### src/rtl/difftest_commit_monitor_if.sv
// Commit-monitor bus: expected-PC push channel plus the core's commit pulses.
// The loader and the core top together act as master; the monitor is the slave.
interface difftest_commit_monitor_if;
  logic        exp_valid;
  logic [31:0] exp_pc;
  logic        exp_ready;
  logic        commit_en;
  logic [31:0] commit_pc;

  modport master (
    output exp_valid,
    output exp_pc,
    output commit_en,
    output commit_pc,
    input  exp_ready
  );

  modport slave (
    input  exp_valid,
    input  exp_pc,
    input  commit_en,
    input  commit_pc,
    output exp_ready
  );
endinterface

### src/rtl/difftest_commit_monitor.sv
// Difftest commit monitor: checks committed PCs in order against a loaded
// expected-PC FIFO, with sticky pass/fail status and a hang watchdog.
module difftest_commit_monitor #(
  parameter int DEPTH   = 16,
  parameter int TIMEOUT = 1024
) (
  input  logic                     clk,
  input  logic                     resetn,
  difftest_commit_monitor_if.slave bus,
  input  logic                     start,
  input  logic                     finish,
  output logic                     busy,
  output logic                     pass,
  output logic                     fail,
  output logic [1:0]               fail_code,
  output logic [31:0]              mismatch_exp,
  output logic [31:0]              mismatch_got,
  output logic [31:0]              commit_cnt,
  output logic [$clog2(DEPTH):0]   fifo_level
);

  localparam int AW = $clog2(DEPTH);

  localparam logic [1:0] IDLE = 2'd0;
  localparam logic [1:0] RUN  = 2'd1;
  localparam logic [1:0] PASS = 2'd2;
  localparam logic [1:0] FAIL = 2'd3;

  localparam logic [AW:0]   LVL_MAX = DEPTH[AW:0];
  localparam logic [31:0]   WD_MAX  = 32'(TIMEOUT - 1);

  logic [1:0]    state;
  logic [31:0]   mem [DEPTH];
  logic [AW-1:0] wr_ptr;
  logic [AW-1:0] rd_ptr;
  logic [31:0]   wdog;
  logic [31:0]   head;

  logic empty;
  logic push;
  logic pop;
  logic run;
  logic hit;
  logic empty_hit;
  logic pc_miss;
  logic timeout;
  logic done;

  assign busy = (state == RUN);
  assign pass = (state == PASS);
  assign fail = (state == FAIL);

  assign head  = mem[rd_ptr];
  assign empty = (fifo_level == '0);
  assign run   = (state == RUN);

  assign bus.exp_ready = (fifo_level < LVL_MAX) &&
                         (state == IDLE || state == RUN);

  assign push = bus.exp_valid && bus.exp_ready;

  // Emptiness is judged on the registered level, so a
  // same-cycle push never satisfies a commit.
  assign hit       = run && bus.commit_en;
  assign empty_hit = hit && empty;
  assign pc_miss   = hit && !empty && (head != bus.commit_pc);
  assign pop       = hit && !empty && (head == bus.commit_pc);
  assign timeout   = run && !bus.commit_en && (wdog == WD_MAX);
  assign done      = run && !bus.commit_en && !timeout &&
                     finish && empty;

  always_ff @(posedge clk) begin
    if (push) mem[wr_ptr] <= bus.exp_pc;
  end

  always_ff @(posedge clk) begin
    if (!resetn) begin
      state        <= IDLE;
      wr_ptr       <= '0;
      rd_ptr       <= '0;
      fifo_level   <= '0;
      fail_code    <= '0;
      mismatch_exp <= '0;
      mismatch_got <= '0;
      commit_cnt   <= '0;
      wdog         <= '0;
    end else begin
      if (push) wr_ptr <= wr_ptr + 1'b1;
      if (pop)  rd_ptr <= rd_ptr + 1'b1;

      case ({push, pop})
        2'b10:   fifo_level <= fifo_level + 1'b1;
        2'b01:   fifo_level <= fifo_level - 1'b1;
        default: ;
      endcase

      if (pop && commit_cnt != '1)
        commit_cnt <= commit_cnt + 1'b1;

      unique case (state)
        IDLE: begin
          if (start) begin
            state <= RUN;
            wdog  <= '0;
          end
        end
        RUN: begin
          if (bus.commit_en) wdog <= '0;
          else               wdog <= wdog + 1'b1;

          unique case (1'b1)
            empty_hit: begin
              state        <= FAIL;
              fail_code    <= 2'd2;
              mismatch_exp <= '0;
              mismatch_got <= bus.commit_pc;
            end
            pc_miss: begin
              state        <= FAIL;
              fail_code    <= 2'd1;
              mismatch_exp <= head;
              mismatch_got <= bus.commit_pc;
            end
            timeout: begin
              state        <= FAIL;
              fail_code    <= 2'd3;
              mismatch_exp <= empty ? '0 : head;
              mismatch_got <= '0;
            end
            done: begin
              state <= PASS;
            end
            default: ;
          endcase
        end
        default: ;
      endcase
    end
  end

endmodule

### src/flat_wrapper.sv
// flat-port wrapper written by rule: the top's interface ports become plain ports
module difftest_commit_monitor_flat 
#(
  parameter int DEPTH   = 16,
  parameter int TIMEOUT = 1024
)
  (clk, resetn, start, finish, busy, pass, fail, fail_code, mismatch_exp, mismatch_got, commit_cnt, fifo_level, bus_exp_valid, bus_exp_pc, bus_commit_en, bus_commit_pc, bus_exp_ready);
  difftest_commit_monitor_if bus_i ();
  input  logic clk;
  input  logic resetn;
  input  logic start;
  input  logic finish;
  output logic busy;
  output logic pass;
  output logic fail;
  output logic [1:0] fail_code;
  output logic [31:0] mismatch_exp;
  output logic [31:0] mismatch_got;
  output logic [31:0] commit_cnt;
  output logic [$clog2(DEPTH):0] fifo_level;
  input wire logic [$bits(bus_i.exp_valid)-1:0] bus_exp_valid;
  input wire logic [$bits(bus_i.exp_pc)-1:0] bus_exp_pc;
  input wire logic [$bits(bus_i.commit_en)-1:0] bus_commit_en;
  input wire logic [$bits(bus_i.commit_pc)-1:0] bus_commit_pc;
  output wire logic [$bits(bus_i.exp_ready)-1:0] bus_exp_ready;
  assign bus_i.exp_valid = bus_exp_valid;
  assign bus_i.exp_pc = bus_exp_pc;
  assign bus_i.commit_en = bus_commit_en;
  assign bus_i.commit_pc = bus_commit_pc;
  assign bus_exp_ready = bus_i.exp_ready;
  difftest_commit_monitor #(.DEPTH(DEPTH), .TIMEOUT(TIMEOUT)) u_core (.clk(clk), .resetn(resetn), .bus(bus_i), .start(start), .finish(finish), .busy(busy), .pass(pass), .fail(fail), .fail_code(fail_code), .mismatch_exp(mismatch_exp), .mismatch_got(mismatch_got), .commit_cnt(commit_cnt), .fifo_level(fifo_level));
endmodule
### config.mk
export PLATFORM = sky130hd
export DESIGN_NAME = difftest_commit_monitor_flat
export DESIGN_NICKNAME = d
export VERILOG_FILES = /design/src/rtl/difftest_commit_monitor_if.sv /design/src/rtl/difftest_commit_monitor.sv /design/src/flat_wrapper.sv
export SDC_FILE = /design/constraint.sdc
export NUM_CORES = 1
export LEC_CHECK = 0
export CAP_MARGIN = 10
export CORE_AREA = 4 4 202 352
export DETAILED_ROUTE_END_ITERATION = 8
export DIE_AREA = 0 0 206 356
export GPL_TIMING_DRIVEN = 0
export PLACE_DENSITY_LB_ADDON = 0.2
export SKIP_LAST_GASP = 1
export SYNTH_ARGS = -nofsm -noshare
export SYNTH_HDL_FRONTEND = slang
export SYNTH_SLANG_ARGS = --single-unit
### constraint.sdc
create_clock -name clk -period 5.1 [get_ports clk]
set_input_delay 1.02 -clock clk [delete_from_list [all_inputs] [get_ports clk]]
set_output_delay 1.02 -clock clk [all_outputs]
set_load 0.02 [all_outputs]
==> results.yml <==
logic_synthesis:
  synthArstFlopShare_pct: 0
  synth-xor-area-share_pct: 1.94
  muxShareOfSynthArea_pct: 14.3
  synth_cell_types: 66
  synth_top_area_share_pct: 56.7
  ys_ff_latch: 661
  syn_inst: 1777
  synth-simple-area-share_pct: 8.54
  yosysTopAreaCell: "edfxtp_1"
  synth_edf_count: 512
  synth_area_per_cell_um2: 15.3
  netlist_area_mm2: 0.0271
  synth_seq_area_share_pct: 67.7
  synth_top_family_by_area: "multiplexers"
  yosys_warnings: 0
  synthAdderAreaFrac_pct: 0.508
  synth_compound_area_share_pct: 4.83
  synth_area_leaders: "edfxtp_1, dfxtp_1, mux4_2, mux2i_1, nand2_1"
  ys.flop_type: "edfxtp_1"
  syn_nets: 1858
power_and_ir_drop:
  pwr-share-clk_pct: 40.8
  intPower_w: 0.00870
  ir_worst_vdd_v: 0.000227
  power_density_mw_per_mm2: 336
  p_sw_w: 0.00242
  seqPwrFrac_pct: 53.2
  combPwrFrac_pct: 5.9
  netSwitchingFraction_pct: 21.7
  p_leak_nw: 10.4
route:
  via_per_inst: 5.64
  wl_mm: 85.4
  drc: 0
  firstDrtPassIters: 7
  num_vias: 16900
  post_drt_wl_per_cell_um: 28.5
  ant_nets: 0
  initialDrtViolationCount: 1392
placed_design:
  hpwl_mm: 61.5
  place.gp.congestion: 0.890
  portBuffers: 176
  dp.cells: 2892
  dpl_cell_area_mm2: 0.0307
critical_path:
  cp_num_buf_inv: 7
  crit_path_end_kind: "register"
  start_kind: "register"
  cp.depth: 16
  critPathMaxStageDelay_ns: 0.70
  crit_path_max_fanout: 10
  rr_worst_depth: 16
  path_class: "reg -> reg"
  cp.required_ns: 5.56
  crit_arrival_ns: 5.43
  cp_cell_sequence: "buf_12 -> buf_12 -> buf_8 -> mux4_2 -> mux2i_4 -> xor2_1 -> nor2_1 -> a211oi_2 -> nand4_1 -> buf_4 -> or4b_1 -> clkbuf_1 -> buf_6 -> clkbuf_1 -> nor4_1 -> o21bai_1"
  cpLargestDelayFamily: "buffers and inverters"
  critPathSlowestCell: "or4b_1"
clocking:
  cts-root-buf: "clkbuf_16"
  clock_path_buffers: 3
  htree_levels: 2
  holdBufCountCts: 0
  cts_tree: "yes"
  numCtsBuffers: 57
  clk_pin_slew_ns: 0.07
  clk_latency_ns: 0.62
  clkSinkCount: 661
global_routing:
  track_usage_pct: 22.8
  grt_pass1_vias: 17200
  grt_pass1_wl_mm: 121
  grt_antenna_before_repair: 3
  grt.overflow.total: 0
  grt_max_degree: 21
timing:
  worstMarginPinSlew_ns: 1.26
  max_freq_mhz: 201
  relSlewSlack_pct: 15.5
  drv_slew: 0
  whs_ns: 0.462
  fin_crit_ns: 4.97
  fin_crit_sh_pct: 97.5
  clock_skew_ns: 0.0179
  hold_viol: 0
  setup_violations: 0
cells_and_area:
  layout_commonest_cell: "edfxtp_1"
  syn_to_final_growth_pct: 22.2
  most-common-layout-cells: "edfxtp_1, clkdlybuf4s50_1, nand2_1, dfxtp_1, mux2i_1"
  instances_no_fill: 3000
  drive_gt1_share_pct: 17.2
  stdcell_area_mm2: 0.0331
  nets: 2132
floorplan:
  die_h_um: 356
  initial_core_util_pct: 39.7
  core_area_mm2: 0.0683
  die_area_mm2: 0.0733
  die_x_um: 206
  rows: 127
  ios: 177
hold_path:
  hold_path.class: "reg -> reg"
  whs_path_depth: 2
flow_run:
  drv_cap: 0
status:
  status: "finished, final reports clean"
## final timing paths
path | start | end | slack [ns]
worst min-delay path | u_core.mismatch_got[4] | u_core.mismatch_got[4] | 0.46
worst max-delay path | register | u_core.rd_ptr[3] | 0.13
worst min register to register | u_core.mismatch_got[4] | u_core.mismatch_got[4] | 0.46
worst max register to register | register | u_core.rd_ptr[3] | 0.13
## Yosys cell counts, types with 8 or more instances
cell type  number
nor2b_1        11
and3_1         11
or4_1           9
edfxtp_1      512
buf_4          18
nor3_1         16
buf_2          17
nand2b_1       23
nand4_1        22
nor4_1         21
nand3_1        65
nand2_1       163
a22oi_1        22
a21oi_1        40
inv_1          19
and2_1          8
nor2_1         90
xor2_1         38
dfxtp_1       149
clkbuf_1       47
mux4_2         99
ha_1           11
mux2_2         25
or3_1          15
o2bb2ai_1      21
o21ai_0        25
o31ai_1        10
mux2i_1       136
o22ai_1        17
xnor2_1        22
## metrics by stage
step | setup WS (ns) | setup TNS, ns | util [%] | power, W
finish | 0.127 | 0 | 48.5 | 0.0111
global route | -0.0427 | -0.0427 | 48.4 | 0.0114
CTS | 0.0671 | 0 | 48.1 | 0.0112
detailed placement | -1.43 | -46.70 | 44.9 | 0.00667
global placement | -3.36 | -805.06 | 43.9 | 0.00664
floorplan | 0.757 | 0 | - | 0.00631
## state kept, by name, indices dropped and copies added, names as in the netlist, named ones only
| name | flops |
|---|---|
| u_core.fifo_level | 5 |
| u_core.wr_ptr | 4 |
| u_core.wdog | 32 |
| u_core.fail_code | 2 |
| u_core.mismatch_got | 32 |
| u_core.state | 2 |
| u_core.commit_cnt | 32 |
| u_core.rd_ptr | 4 |
| u_core.mismatch_exp | 32 |
| u_core.mem | 512 |
## timing repair
item / 4_1_cts / 5_1_grt
buffers inserted: 3 / 1
gates resized for setup: 75 / 55
setup endpoints to repair: 87 / 6
pin swaps: 4 / 6
## metal layers
metal | vias up | GRT usage, % | wire length [um]
met2 | 674 | 42.3 | 45200
met3 | 157 | 3.38 | 5360
met5 | - | 0 | 27
li1 | 7418 | - | -
met1 | 8667 | 26.5 | 31400
met4 | 4 | 8.31 | 3400
## logic make-up after synthesis
kind of cell | count (synthesis)
multiplexers | 260
flip-flops | 661
buffers and inverters | 118
AND/OR/NAND/NOR | 478
XOR/XNOR | 60
adder cells (fa/ha/maj) | 11
AO/OA/AOI/OAI | 189
## tightest hold or removal path: stages, from the launching register on
cell and delay [ns]:
dfxtp_1 0.31, nand2_1 0.05, mux2i_1 0.05
## layout make-up
cell class,instances,area (um2)
antenna,1,2.50
buffer,95,734
clock buffer,69,1470
clock inverter,35,448
fill,5809,35200
inverter,22,87.6
multi-input combinational,998,8500
sequential,661,18400
tap,903,1130
timing repair buffer,216,2370
## power groups by stage
| stage | sequential, W | combinational, W | clock [W] |
|---|---|---|---|
| 4_1_cts | 0.00592 | 0.000650 | 0.00462 |
| 2_1_floorplan | 0.00606 | 0.000254 | 0 |
| 3_5_place_dp | 0.00604 | 0.000638 | 0 |
| 6_report | 0.00592 | 0.000658 | 0.00454 |
| 3_3_place_gp | 0.00604 | 0.000595 | 0 |
| 5_1_grt | 0.00592 | 0.000693 | 0.00482 |
Note: power is estimated with default switching activity, not from simulation.
